==> config.mk <==
export PLATFORM = sky130hd
export DESIGN_NAME = price_frame_assembler
export DESIGN_NICKNAME = d
export VERILOG_FILES = /design/src/rtl/hft_pkg.sv /design/src/rtl/price_fifo.sv /design/src/rtl/price_frame_assembler.sv
export SDC_FILE = /design/constraint.sdc
export NUM_CORES = 1
export LEC_CHECK = 0
export CORE_ASPECT_RATIO = 0.7
export CORE_MARGIN = 2
export CORE_UTILIZATION = 38
export DETAILED_ROUTE_END_ITERATION = 12
export GPL_ROUTABILITY_DRIVEN = 1
export HOLD_SLACK_MARGIN = 0.12
export PLACE_DENSITY_LB_ADDON = 0.3
export SLEW_MARGIN = 5
export SYNTH_ARGS = -nofsm -noshare
export SYNTH_HDL_FRONTEND = slang
export SYNTH_SLANG_ARGS = --single-unit
==> constraint.sdc <==
create_clock -name clk -period 5.11 [get_ports clk]
set_input_delay 1.022 -clock clk [delete_from_list [all_inputs] [get_ports clk]]
set_output_delay 1.022 -clock clk [all_outputs]
set_load 0.005 [all_outputs]
==> src/rtl/hft_pkg.sv <==
// hft_pkg
// Shared types and constants for the market-data price path.
//   price_t  : unsigned Q16.16 price word
//   delta_t  : signed difference between two consecutive prices (one guard bit)
//   byte_idx_e : position of the next expected byte inside a price frame
//   timeout_cycles() : converts an inter-byte gap in byte-times into clock cycles
package hft_pkg;

   typedef logic [31:0]        price_t;
   typedef logic signed [32:0] delta_t;

   localparam int FRAME_BYTES        = 4;
   localparam int BITS_PER_BYTE_TIME = 10;

   // IDX_START doubles as "idle": nothing partial is held while here
   typedef enum logic [1:0] {
      IDX_START = 2'd0,
      IDX_1     = 2'd1,
      IDX_2     = 2'd2,
      IDX_LAST  = 2'd3
   } byte_idx_e;

   // 64-bit arithmetic so large clock rates cannot overflow the product
   function automatic longint timeout_cycles(input longint clk_freq,
                                             input longint baud_rate,
                                             input longint gap_bytes);
      return (gap_bytes * BITS_PER_BYTE_TIME * clk_freq) / baud_rate;
   endfunction

endpackage

==> src/rtl/price_fifo.sv <==
// price_fifo
// Two-entry synchronous FIFO with first-word-fall-through output.
//   clk, rst : clock and asynchronous active-high reset
//   push/din : write request and data; ignored when full unless a pop occurs
//              in the same cycle
//   pop      : read request; ignored when empty
//   dout     : oldest entry (valid while !empty)
//   full, empty : occupancy flags
module price_fifo #(
   parameter int WIDTH = 32
) (
   input  logic             clk,
   input  logic             rst,
   input  logic             push,
   input  logic             pop,
   input  logic [WIDTH-1:0] din,
   output logic [WIDTH-1:0] dout,
   output logic             full,
   output logic             empty
);

   logic [WIDTH-1:0] mem_q [2];
   logic [WIDTH-1:0] mem_d [2];
   logic             wr_ptr_q, wr_ptr_d;
   logic             rd_ptr_q, rd_ptr_d;
   logic [1:0]       count_q, count_d;
   logic             do_push, do_pop;

   // A full FIFO can still accept a write when the head leaves in the same
   // cycle: the write pointer then equals the read pointer being released.
   always_comb begin
      do_pop   = pop && (count_q != 2'd0);
      do_push  = push && ((count_q != 2'd2) || do_pop);
      mem_d    = mem_q;
      wr_ptr_d = wr_ptr_q;
      rd_ptr_d = rd_ptr_q;
      count_d  = count_q;
      if (do_push) begin
         mem_d[wr_ptr_q] = din;
         wr_ptr_d        = ~wr_ptr_q;
      end
      if (do_pop) begin
         rd_ptr_d = ~rd_ptr_q;
      end
      case ({do_push, do_pop})
         2'b10:   count_d = count_q + 2'd1;
         2'b01:   count_d = count_q - 2'd1;
         default: count_d = count_q;
      endcase
   end

   always_ff @(posedge clk or posedge rst) begin
      if (rst) begin
         mem_q    <= '{default: '0};
         wr_ptr_q <= 1'b0;
         rd_ptr_q <= 1'b0;
         count_q  <= 2'd0;
      end else begin
         mem_q    <= mem_d;
         wr_ptr_q <= wr_ptr_d;
         rd_ptr_q <= rd_ptr_d;
         count_q  <= count_d;
      end
   end

   assign dout  = mem_q[rd_ptr_q];
   assign full  = (count_q == 2'd2);
   assign empty = (count_q == 2'd0);

endmodule

==> src/rtl/price_frame_assembler.sv <==
// price_frame_assembler
// Collects 4-byte big-endian UART frames into Q16.16 prices and queues them
// in a 2-entry FIFO for a ready/valid consumer.
//   clk, rst              : clock, asynchronous active-high reset
//   rx_data, rx_valid     : received byte and its one-cycle strobe
//   price_data/valid/ready: output price stream (valid = FIFO not empty)
//   frame_abort           : pulse when a partial frame times out
//   frame_drop            : pulse when a complete frame hits a full FIFO
//   drop_count            : saturating count of dropped frames
// Optional build macro PRICE_DELTA_EN adds price_delta (current minus
// previously queued price) and price_first (no previous price since reset).
module price_frame_assembler
   import hft_pkg::*;
#(
   parameter int CLK_FREQ      = 50_000_000,
   parameter int BAUD_RATE     = 9600,
   parameter int TIMEOUT_BYTES = 4
) (
   input  logic        clk,
   input  logic        rst,
   input  logic [7:0]  rx_data,
   input  logic        rx_valid,
   output price_t      price_data,
   output logic        price_valid,
   input  logic        price_ready,
   output logic        frame_abort,
   output logic        frame_drop,
   output logic [15:0] drop_count
`ifdef PRICE_DELTA_EN
   ,
   output delta_t      price_delta,
   output logic        price_first
`endif
);

   localparam longint LIMIT_RAW = timeout_cycles(longint'(CLK_FREQ), longint'(BAUD_RATE),
                                                 longint'(TIMEOUT_BYTES));
   localparam int LIMIT  = (LIMIT_RAW < 64'sd1) ? 1 : int'(LIMIT_RAW);
   // counter only needs to hold 0..LIMIT-1; the LIMIT-th idle cycle is the expiry
   localparam int TMO_W  = (LIMIT < 2) ? 1 : $clog2(LIMIT);
   localparam logic [TMO_W-1:0] TMO_LAST = TMO_W'(LIMIT - 1);
   localparam int HEAD_W = (FRAME_BYTES - 1) * 8;

`ifdef PRICE_DELTA_EN
   localparam int ENTRY_W = $bits(price_t) + $bits(delta_t) + 1;
`else
   localparam int ENTRY_W = $bits(price_t);
`endif

   byte_idx_e          idx_q, idx_d;
   logic [TMO_W-1:0]   tmo_q, tmo_d;
   logic [HEAD_W-1:0]  head_q, head_d;
   logic               abort_q, abort_d;
   logic               drop_q, drop_d;
   logic [15:0]        drop_count_q, drop_count_d;
   logic               expire, frame_done, pop, accept, drop;
   price_t             frame_word;
   logic [ENTRY_W-1:0] fifo_din, fifo_dout;
   logic               fifo_full, fifo_empty;

   // State register: byte index, timeout counter, frame head and status flops
   always_ff @(posedge clk or posedge rst) begin
      if (rst) begin
         idx_q        <= IDX_START;
         tmo_q        <= '0;
         head_q       <= '0;
         abort_q      <= 1'b0;
         drop_q       <= 1'b0;
         drop_count_q <= '0;
      end else begin
         idx_q        <= idx_d;
         tmo_q        <= tmo_d;
         head_q       <= head_d;
         abort_q      <= abort_d;
         drop_q       <= drop_d;
         drop_count_q <= drop_count_d;
      end
   end

   // Next state: a byte always wins over an expiring timeout in the same cycle
   always_comb begin
      idx_d  = idx_q;
      tmo_d  = tmo_q;
      head_d = head_q;
      if (rx_valid) begin
         tmo_d  = '0;
         head_d = {head_q[HEAD_W-9:0], rx_data};
         case (idx_q)
            IDX_START: idx_d = IDX_1;
            IDX_1:     idx_d = IDX_2;
            IDX_2:     idx_d = IDX_LAST;
            default:   idx_d = IDX_START;
         endcase
      end else if (idx_q != IDX_START) begin
         if (expire) begin
            idx_d = IDX_START;
            tmo_d = '0;
         end else begin
            tmo_d = tmo_q + 1'b1;
         end
      end
   end

   // Outputs of the collector: expiry, frame completion and FIFO handshakes
   always_comb begin
      expire       = (idx_q != IDX_START) && !rx_valid && (tmo_q == TMO_LAST);
      frame_done   = rx_valid && (idx_q == IDX_LAST);
      frame_word   = {head_q, rx_data};
      pop          = !fifo_empty && price_ready;
      accept       = frame_done && (!fifo_full || pop);
      drop         = frame_done && fifo_full && !pop;
      abort_d      = expire;
      drop_d       = drop;
      drop_count_d = drop_count_q;
      if (drop && (drop_count_q != 16'hFFFF)) begin
         drop_count_d = drop_count_q + 16'd1;
      end
   end

`ifdef PRICE_DELTA_EN
   price_t prev_q, prev_d;
   logic   have_prev_q, have_prev_d;
   delta_t delta_in;

   // Reference price follows only frames that actually enter the FIFO
   always_comb begin
      prev_d      = prev_q;
      have_prev_d = have_prev_q;
      delta_in    = have_prev_q ? ($signed({1'b0, frame_word}) - $signed({1'b0, prev_q}))
                                : '0;
      if (accept) begin
         prev_d      = frame_word;
         have_prev_d = 1'b1;
      end
      fifo_din = {frame_word, delta_in, !have_prev_q};
   end

   always_ff @(posedge clk or posedge rst) begin
      if (rst) begin
         prev_q      <= '0;
         have_prev_q <= 1'b0;
      end else begin
         prev_q      <= prev_d;
         have_prev_q <= have_prev_d;
      end
   end

   assign {price_data, price_delta, price_first} = fifo_dout;
`else
   assign fifo_din   = frame_word;
   assign price_data = fifo_dout;
`endif

   price_fifo #(
      .WIDTH (ENTRY_W)
   ) u_fifo (
      .clk   (clk),
      .rst   (rst),
      .push  (frame_done),
      .pop   (pop),
      .din   (fifo_din),
      .dout  (fifo_dout),
      .full  (fifo_full),
      .empty (fifo_empty)
   );

   assign price_valid = !fifo_empty;
   assign frame_abort = abort_q;
   assign frame_drop  = drop_q;
   assign drop_count  = drop_count_q;

endmodule

Word level (Yosys, flattened, before mapping)
Cells that the tools add are included.
{"block": "word_totals", "inputBits": 12, "register_bits": 130}
{"block": "op_classes", "muxes": 14, "add_sub_neg": 4, "n_lt_le_gt_ge": 3, "reduce_logical": 22, "bitwise": 4, "n_eq_ne": 9}
{"op": "$mux 32", "n": 4}
{"op": "$bwmux 64", "n": 1}
{"op": "$mux 18", "n": 3}
{"op": "$demux 32 s1", "n": 1}
{"op": "$add 18x1->18 const B", "n": 1}
{"op": "$eq 18x18->1 const B", "n": 1}
{"op": "$add 16x1->16 const B", "n": 1}
{"op": "$ne 16x16->1 const B", "n": 1}
{"op": "$logic_and 1x1->1", "n": 10}
{"op": "$reduce_bool 2->1", "n": 5}
{"op": "$eq 2x2->1 const B", "n": 4}
{"op": "$mux 2", "n": 3}
{"op": "$pmux 2 s3", "n": 1}
{"op": "$eq 2x1->1 const B", "n": 2}
{"op": "$ge 2x2->1 const B", "n": 2}
{"op": "$logic_not 2->1", "n": 2}
{"op": "$not 1->2", "n": 2}
{"op": "$pmux 2 s2", "n": 1}
{"op": "$logic_not 1->1", "n": 3}
{"op": "$add 2x1->2 const B", "n": 1}
{"op": "$lt 2x1->1 const B", "n": 1}
{"op": "$ne 2x2->1 const B", "n": 1}
{"op": "$not 1->1", "n": 2}
{"op": "$reduce_and 2->1", "n": 1}
{"op": "2 further kinds", "n": 2}

Depth between registers and ports, before layout
{"block": "depth", "word_depth": 8, "depth_mapped": 7, "mapped_depth_nobuf": 6}

Cells and area by module
From an unflattened synthesis, not the netlist that was laid out.
{"block": "hier_totals", "cells_unflattened": 443, "hier_area_um2": 5919.4}
{"mod": "price_fifo", "area_each_um2": 3002.9, "n_inst": 1, "cells_per_inst": 190}
{"mod": "price_frame_assembler", "area_each_um2": 2916.5, "n_inst": 1, "cells_per_inst": 253}

Least setup slack after synthesis
Ideal clock, no wire load.
{"block": "synth_path", "kind": "input -> register", "start": "input price_ready", "end": "register drop_count_q[10], in the netlist drop_count[10]", "setup_time_ns": 0.125, "arrival_ns": 2.476, "t_required_ns": 4.985, "stages": 5, "slack_ns": 2.510, "path_cell_list": "or3b_4 -> or4_1 -> buf_2 -> nor2_1 -> mux2_2"}
{"block": "synth_between", "elab_chain_cells": 4}
{"item": "start: declaration", "line_no": "price_frame_assembler.sv:25", "text": "input logic price_ready,"}
{"item": "$logic_and 1x1->1", "line_no": "price_frame_assembler.sv:109", "text": "pop = !fifo_empty && price_ready;"}
{"item": "$logic_not 1->1", "line_no": "price_frame_assembler.sv:111", "text": "drop = frame_done && fifo_full && !pop;"}
{"item": "$logic_and 1x1->1", "line_no": "price_frame_assembler.sv:111"}
{"item": "$logic_and 1x1->1", "line_no": "price_frame_assembler.sv:115", "text": "if (drop && (drop_count_q != 16'hFFFF)) begin"}
{"item": "end signal: assignment", "line_no": "price_frame_assembler.sv:76", "text": "drop_count_q <= drop_count_d;"}
{"item": "end: declaration", "line_no": "price_frame_assembler.sv:55", "text": "logic [15:0] drop_count_q, drop_count_d;"}
Every way passes these cells.
A chain may end at the register's enable or synchronous reset.

Worst setup path in the final report
{"block": "layout_path", "start": "register u_fifo.rd_ptr_q", "end": "output price_data[25]"}
{"block": "layout_between", "elab_chain_cells": 4}
{"item": "start: declaration", "line_no": "price_fifo.sv:25", "text": "logic rd_ptr_q, rd_ptr_d;"}
{"item": "start signal: assignment", "line_no": "price_fifo.sv:61", "text": "rd_ptr_q <= rd_ptr_d;"}
{"item": "$not 1->2 (not written as such)", "line_no": "price_fifo.sv:66", "text": "assign dout = mem_q[rd_ptr_q];"}
{"item": "$mux 32 (not written as such) (3 in series)", "line_no": "price_fifo.sv:66"}
{"item": "end: declaration", "line_no": "price_frame_assembler.sv:23", "text": "output price_t price_data,"}
Every way passes these cells. The select of a mux whose other input is x is not followed.

==> summary.txt <==
Final layout
  – # nets final: 533
  – Share of cells above drive strength 1: 32.3%
  – Diode count: 0
  – Multi-input logic area: 2520 sq um
  – Storage cell area: 3250 sq um
  – Post-route insts no fill: 727
  – Most frequent cells in the layout: dfrtp_1, mux2_2, clkdlybuf4s50_1, nand2_1, clkbuf_16
  – Commonest non-fill, non-tap cell in the layout: dfrtp_1
  – Fill count: 1341
  – P&R area growth vs syn: 24.2%

Worst setup path
  – Crit path buf inv count: 2
  – Worst Setup Start Kind: register
  – WP data required: 4.09 ns
  – Slowest stage cell on the critical path: dfrtp_1
  – Critical path peak fanout: 24
  – Critical Path Sink Type: output pin
  – Crit-path cells: buf_4 > mux2_2 > clkdlybuf4s50_1
  – Crit path max-delay family: buffers and inverters
  – Crit Path Class: reg -> out
  – Arr. time, crit path: 2.36 ns
  – Largest stage delay, worst path: 0.63 ns

Clocking
  – CTS tree: yes
  – Root Driver: clkbuf_16
  – Num Clock Sinks: 130
  – CTS resizes: 0
  – Hold_buf cts: 0
  – TritonCTS Buffers: 17
  – # Post-CTS Setup Buffers: 0
  – H-tree levels: 4
  – Max clock buf depth: 2
  – Clk slew on worst S/H paths: 0.05 ns
  – Clk_lat worst skew: 0.42 ns

Place
  – Dpl ws: 1.81 ns
  – RePlAce Congestion: 0.864
  – DP HPWL: 7660 um
  – # port buffers: 62
  – Cell total after placement: 695

Routing
  – Via count: 3772
  – Routed Wire Length: 12100 um
  – Iter 0 DRT Violations: 173
  – Detail Route Antenna Nets: 0
  – Vias per cell: 5.19
  – Routed WL per cell: 16.6 um
  – Drt pass-1 iters: 4
  – Drc violations: 0

Synth
  – Mapped Cells: 449
  – Sequential share of the synthesized area: 55.2%
  – Synth async-reset ratio: 100%
  – Syn nets: 468
  – Cell Area, Synth: 5890 sq um
  – Post-synth top flop: dfrtp_1
  – Mean Syn Cell Area: 13.1 sq um
  – Synth unique cells: 49
  – Yosys warns: 0
  – Post-synth EDFFs: 0
  – Number of synthesized register bits: 130

Run
  – Max Cap Viol: 0

Global routing
  – Largest net degree at the start of global routing: 79
  – GR Util All Layers: 15.5%
  – Total gr overflow: 0
  – Initial antenna violation count: 0
  – Vias in the first global route: 3864
  – First-pass GRT wire length: 20100 um

Floorplanning
  – Placeable Area: 15300 sq um
  – I/O pin total: 63
  – Die Span Y: 108 um
  – Die ar.: 16500 sq um
  – Starting density of the core: 38.5%
  – Die width: 153 um
  – Row count: 38

STA
  – Fmax: 296 MHz
  – Tcrit/Tclk final: 66.1%
  – Count of pins over their slew limit: 0
  – Final setup fails: 0
  – RSZ-0062 raised after global routing: no
  – Final worst slack: 1.73 ns
  – Worst slew margin: 31.6%
  – Fin crit period: 3.38 ns
  – Final Skew: 0.0124 ns
  – Final Hold Fails: 0
  – Setup TNS: 0 ns
  – Measured slew at the worst slew-check pin: 1.02 ns
  – Hold_ws: 0.498 ns

Power
  – Sw frac: 26.9%
  – Power Density: 549 nW/um^2
  – Post-layout power: 4020 uW
  – Cell internal pwr: 2940 uW
  – Worst IR Drop VDD: 0.252 mV
  – Clock power frac: 30.4%
  – Net Switching: 1080 uW
  – Comb power frac: 31.3%
  – LEAKAGE: 0.00308 uW
  – Sequential power share: 38.3%

Worst hold path
  – Worst Hold Class: reg -> reg

Status
  – Status: finished clean
==> worst paths after layout <==
kind,startpoint,end,slack [ns],cells after the start
max in group asynchronous,rst,head_q[21]$_DFFE_PP0P_,2.99,3
worst max register to register,idx_q[0]$_DFFE_PP0P_,tmo_q[17]$_DFFE_PP0P_,2.61,6
worst min-delay path,u_fifo.mem_q[24]$_DFFE_PP0P_,u_fifo.mem_q[24]$_DFFE_PP0P_,0.50,1
worst min register to register,u_fifo.mem_q[24]$_DFFE_PP0P_,u_fifo.mem_q[24]$_DFFE_PP0P_,0.50,1
min in group asynchronous,rst,u_fifo.mem_q[1]$_DFFE_PP0P_,1.19,2
worst max-delay path,u_fifo.rd_ptr_q$_DFFE_PP0P_,price_data[25],1.73,3
==> layout make-up <==
cell class | count | area share, %
Timing Repair Buffer | 67 | 8.93
Inverter | 9 | 0.496
Sequential cell | 130 | 44.5
Multi-Input combinational cell | 289 | 34.4
Clock inverter | 14 | 2.24
Clock buffer | 18 | 6.00
Tap cell | 200 | 3.42
==> metrics by stage <==
step                instance area (sq um)  utilization [%]
global route                         7320             47.8
floorplan                            5890                -
global placement                     6710             43.8
finish                               7320             47.8
CTS                                  7320             47.8
detailed placement                   6710             43.8
==> power groups by stage <==
stage	Combinational, uW	Clock [uW]	Sequential [uW]
global placement	1250	0	1540
floorplan	751	0	1490
CTS	1290	1250	1540
finish	1260	1220	1540
global route	1370	1300	1590
detailed placement	1280	0	1560
==> Yosys cell counts (3+ instances only) <==
| cell | instances | share of area [%] |
|---|---|---|
| nor4_2 | 3 | 0.64 |
| nor4_1 | 3 | 0.32 |
| a21oi_1 | 10 | 0.85 |
| inv_1 | 9 | 0.57 |
| clkbuf_1 | 11 | 0.70 |
| or4_1 | 4 | 0.51 |
| or3_1 | 3 | 0.32 |
| buf_2 | 8 | 0.68 |
| o211ai_1 | 4 | 0.51 |
| xnor2_1 | 10 | 1.5 |
| ha_1 | 7 | 1.5 |
| nand2_1 | 20 | 1.3 |
| and4_1 | 5 | 0.74 |
| nand4_1 | 14 | 1.5 |
| nand3_1 | 10 | 0.85 |
| o31ai_1 | 3 | 0.38 |
| nor3_1 | 3 | 0.25 |
| mux2_2 | 123 | 24 |
| dfrtp_1 | 130 | 55 |
| and3_1 | 3 | 0.32 |
| nor2_1 | 14 | 0.89 |
| xor2_1 | 15 | 2.2 |
| o21ai_0 | 6 | 0.51 |
==> cell families after synthesis <==
kind of cell | count (synthesis) | share of synthesized area [%]
buffers and inverters | 30 | 2.08
adders and majority gates | 7 | 1.49
and+or+nand+nor | 97 | 9.69
muxes | 124 | 23.7
AOI/OAI and AO/OA | 36 | 4.08
xor gates and xnor gates | 25 | 3.72
DFF | 130 | 55.2
==> metal layers <==
layer	wire (um)	vias to the layer above	share of wire [%]	global-route usage, %
met1	5960	1915	49	21.2
met5	0	-	0	0
met2	5400	89	45	23.8
met3	598	6	5.0	4.45
met4	109	0	0.90	5.49
li1	-	1762	-	-
==> sequential cells by signal, summed over array words and instances, names as in the netlist <==
register / flops
drop_count: 16
frame_abort: 1
frame_drop: 1
head_q: 24
idx_q: 2
tmo_q: 18
u_fifo.count_q: 2
u_fifo.mem_q: 64
u_fifo.rd_ptr_q: 1
u_fifo.wr_ptr_q: 1
Power figures use the tool's default switching activity.
==> variant (same flow settings) <==
The parameter `BAUD_RATE` goes from 9600 to 38400.
--- a/src/rtl/price_frame_assembler.sv
+++ b/src/rtl/price_frame_assembler.sv
@@ -15,3 +15,3 @@
    parameter int CLK_FREQ      = 50_000_000,
-   parameter int BAUD_RATE     = 9600,
+   parameter int BAUD_RATE     = 38400,
    parameter int TIMEOUT_BYTES = 4
Behaviour: no difference found for any inputs over 10 cycles, from zero or initial values and one cycle with rst high; that may be too few to reach the edited logic, so the function may still have changed.
==> variant against the original RTL <==
  * Total power decreased by 1.4%
  * Synthesized area fell by 2.0%
  * Utilization increased by 0.76 points
  * Highest routed layer unchanged
  * Count of clock-buffer cells in the layout unchanged
  * Largest power group unchanged
  * Design area is 2.0% lower
  * Worst setup slack worse by 0.33 ns
  * Sequential cell count shrank 2
  * Routed wire length shrank 4.0%
==> variant: results (changes against the original RTL) <==
metric	value	unit	change
synthMuxAreaShare	0.240		+0.00288
first_iter_violations	114		-34%
synth-xor-area-share	0.0410		+0.00379
syn_nets	451		-3.6%
reg_top3	u_fifo.mem_q x64, head_q x24		
synth_area_leaders	dfrtp_1, mux2_2, mux2_1		
status	complete, no violations		
ir_worst_vdd	0.301	mV	+19%
place_hpwl	7.61	mm	-0.71%
synth_commonest_cells	dfrtp_1, mux2_2, mux2_1		
synth_compound_area_frac	0.0249		-0.0159
grt_pass1_wl	18.9	mm	-5.9%
final_nets	517		-3.0%
p_leak	3.01	nW	-2.1%
grt_pass1_vias	3602		-6.8%
synth_area	5770	um^2	-2.0%
synth.distinct_cells	43		-12%
grt_max_degree	84		+6.3%
grt_use_total	0.151		-0.00447
critical_path.max_fanout	22		-8.3%
critPathArrivalTime	2.68	ns	+0.32 ns
skew	0.0135	ns	+0.00118 ns
routed_wl	11.6	mm	-4.0%
fillers	1248		-6.9%
gp_congestion	0.833		-3.7%
==> variant: logic make-up after synthesis <==
kind of cell / after synthesis
AND/OR/NAND/NOR: 99
multiplexers: 123
buffers and inverters: 27
AO/OA/AOI/OAI: 21
flip-flops: 128
adder cells (fa/ha/maj): 7
XOR/XNOR: 27
==> variant: per-layer routing <==
| layer | vias up | track usage | wire, um |
|---|---|---|---|
| met5 | - | 0 | 0 |
| li1 | 1702 | - | - |
| met3 | 9 | 0.0409 | 437 |
| met2 | 63 | 0.215 | 5060 |
| met1 | 1821 | 0.223 | 5970 |
| met4 | 0 | 0.0461 | 119 |
==> variant: final timing paths <==
| path | from | endpoint | slack (ns) | cells after the start |
|---|---|---|---|---|
| max in group asynchronous | rst | u_fifo.mem_q[63] | 2.96 | 3 |
| worst max-delay path | u_fifo.rd_ptr_q | price_data[31] | 1.41 | 3 |
| worst min-delay path | u_fifo.mem_q[51] | u_fifo.mem_q[51] | 0.48 | 1 |
| min in group asynchronous | rst | drop_count[12] | 1.21 | 2 |
| worst max register to register | idx_q[0] | tmo_q[15] | 2.59 | 6 |
| worst min register to register | u_fifo.mem_q[51] | u_fifo.mem_q[51] | 0.48 | 1 |
==> variant: through the flow <==
step | hold WS [ns] | std cells | setup slack (ns) | power, mW
finish | 0.480 | 706 | 1.41 | 3.97
global route | 0.497 | 706 | 1.26 | 4.19
CTS | 0.485 | 706 | 1.37 | 4.02
detailed placement | 0.471 | 674 | 1.65 | 2.78
global placement | 0.464 | 674 | 1.76 | 2.73
floorplan | 0.454 | 432 | 0.675 | 2.19
==> variant: where the power goes <==
part,switching [mW],internal (mW)
Sequential,0.224,1.33
Clock,0.450,0.778
Combinational,0.410,0.775
==> variant: worst max-delay path, stage by stage, from the launching register on <==
cell	delay, ns
dfrtp_1	1.06
buf_4	0.37
mux2_2	0.38
clkdlybuf4s50_1	0.45
==> variant: layout make-up <==
type	count	area [um^2]	area share
Sequential cell	128	3200	0.447
Tap cell	195	244	0.0340
Clock buffer	18	439	0.0613
Inverter	8	32.5	0.00454
Timing Repair Buffer	66	651	0.0908
Clock inverter	14	166	0.0232
Multi-Input combinational cell	277	2430	0.339
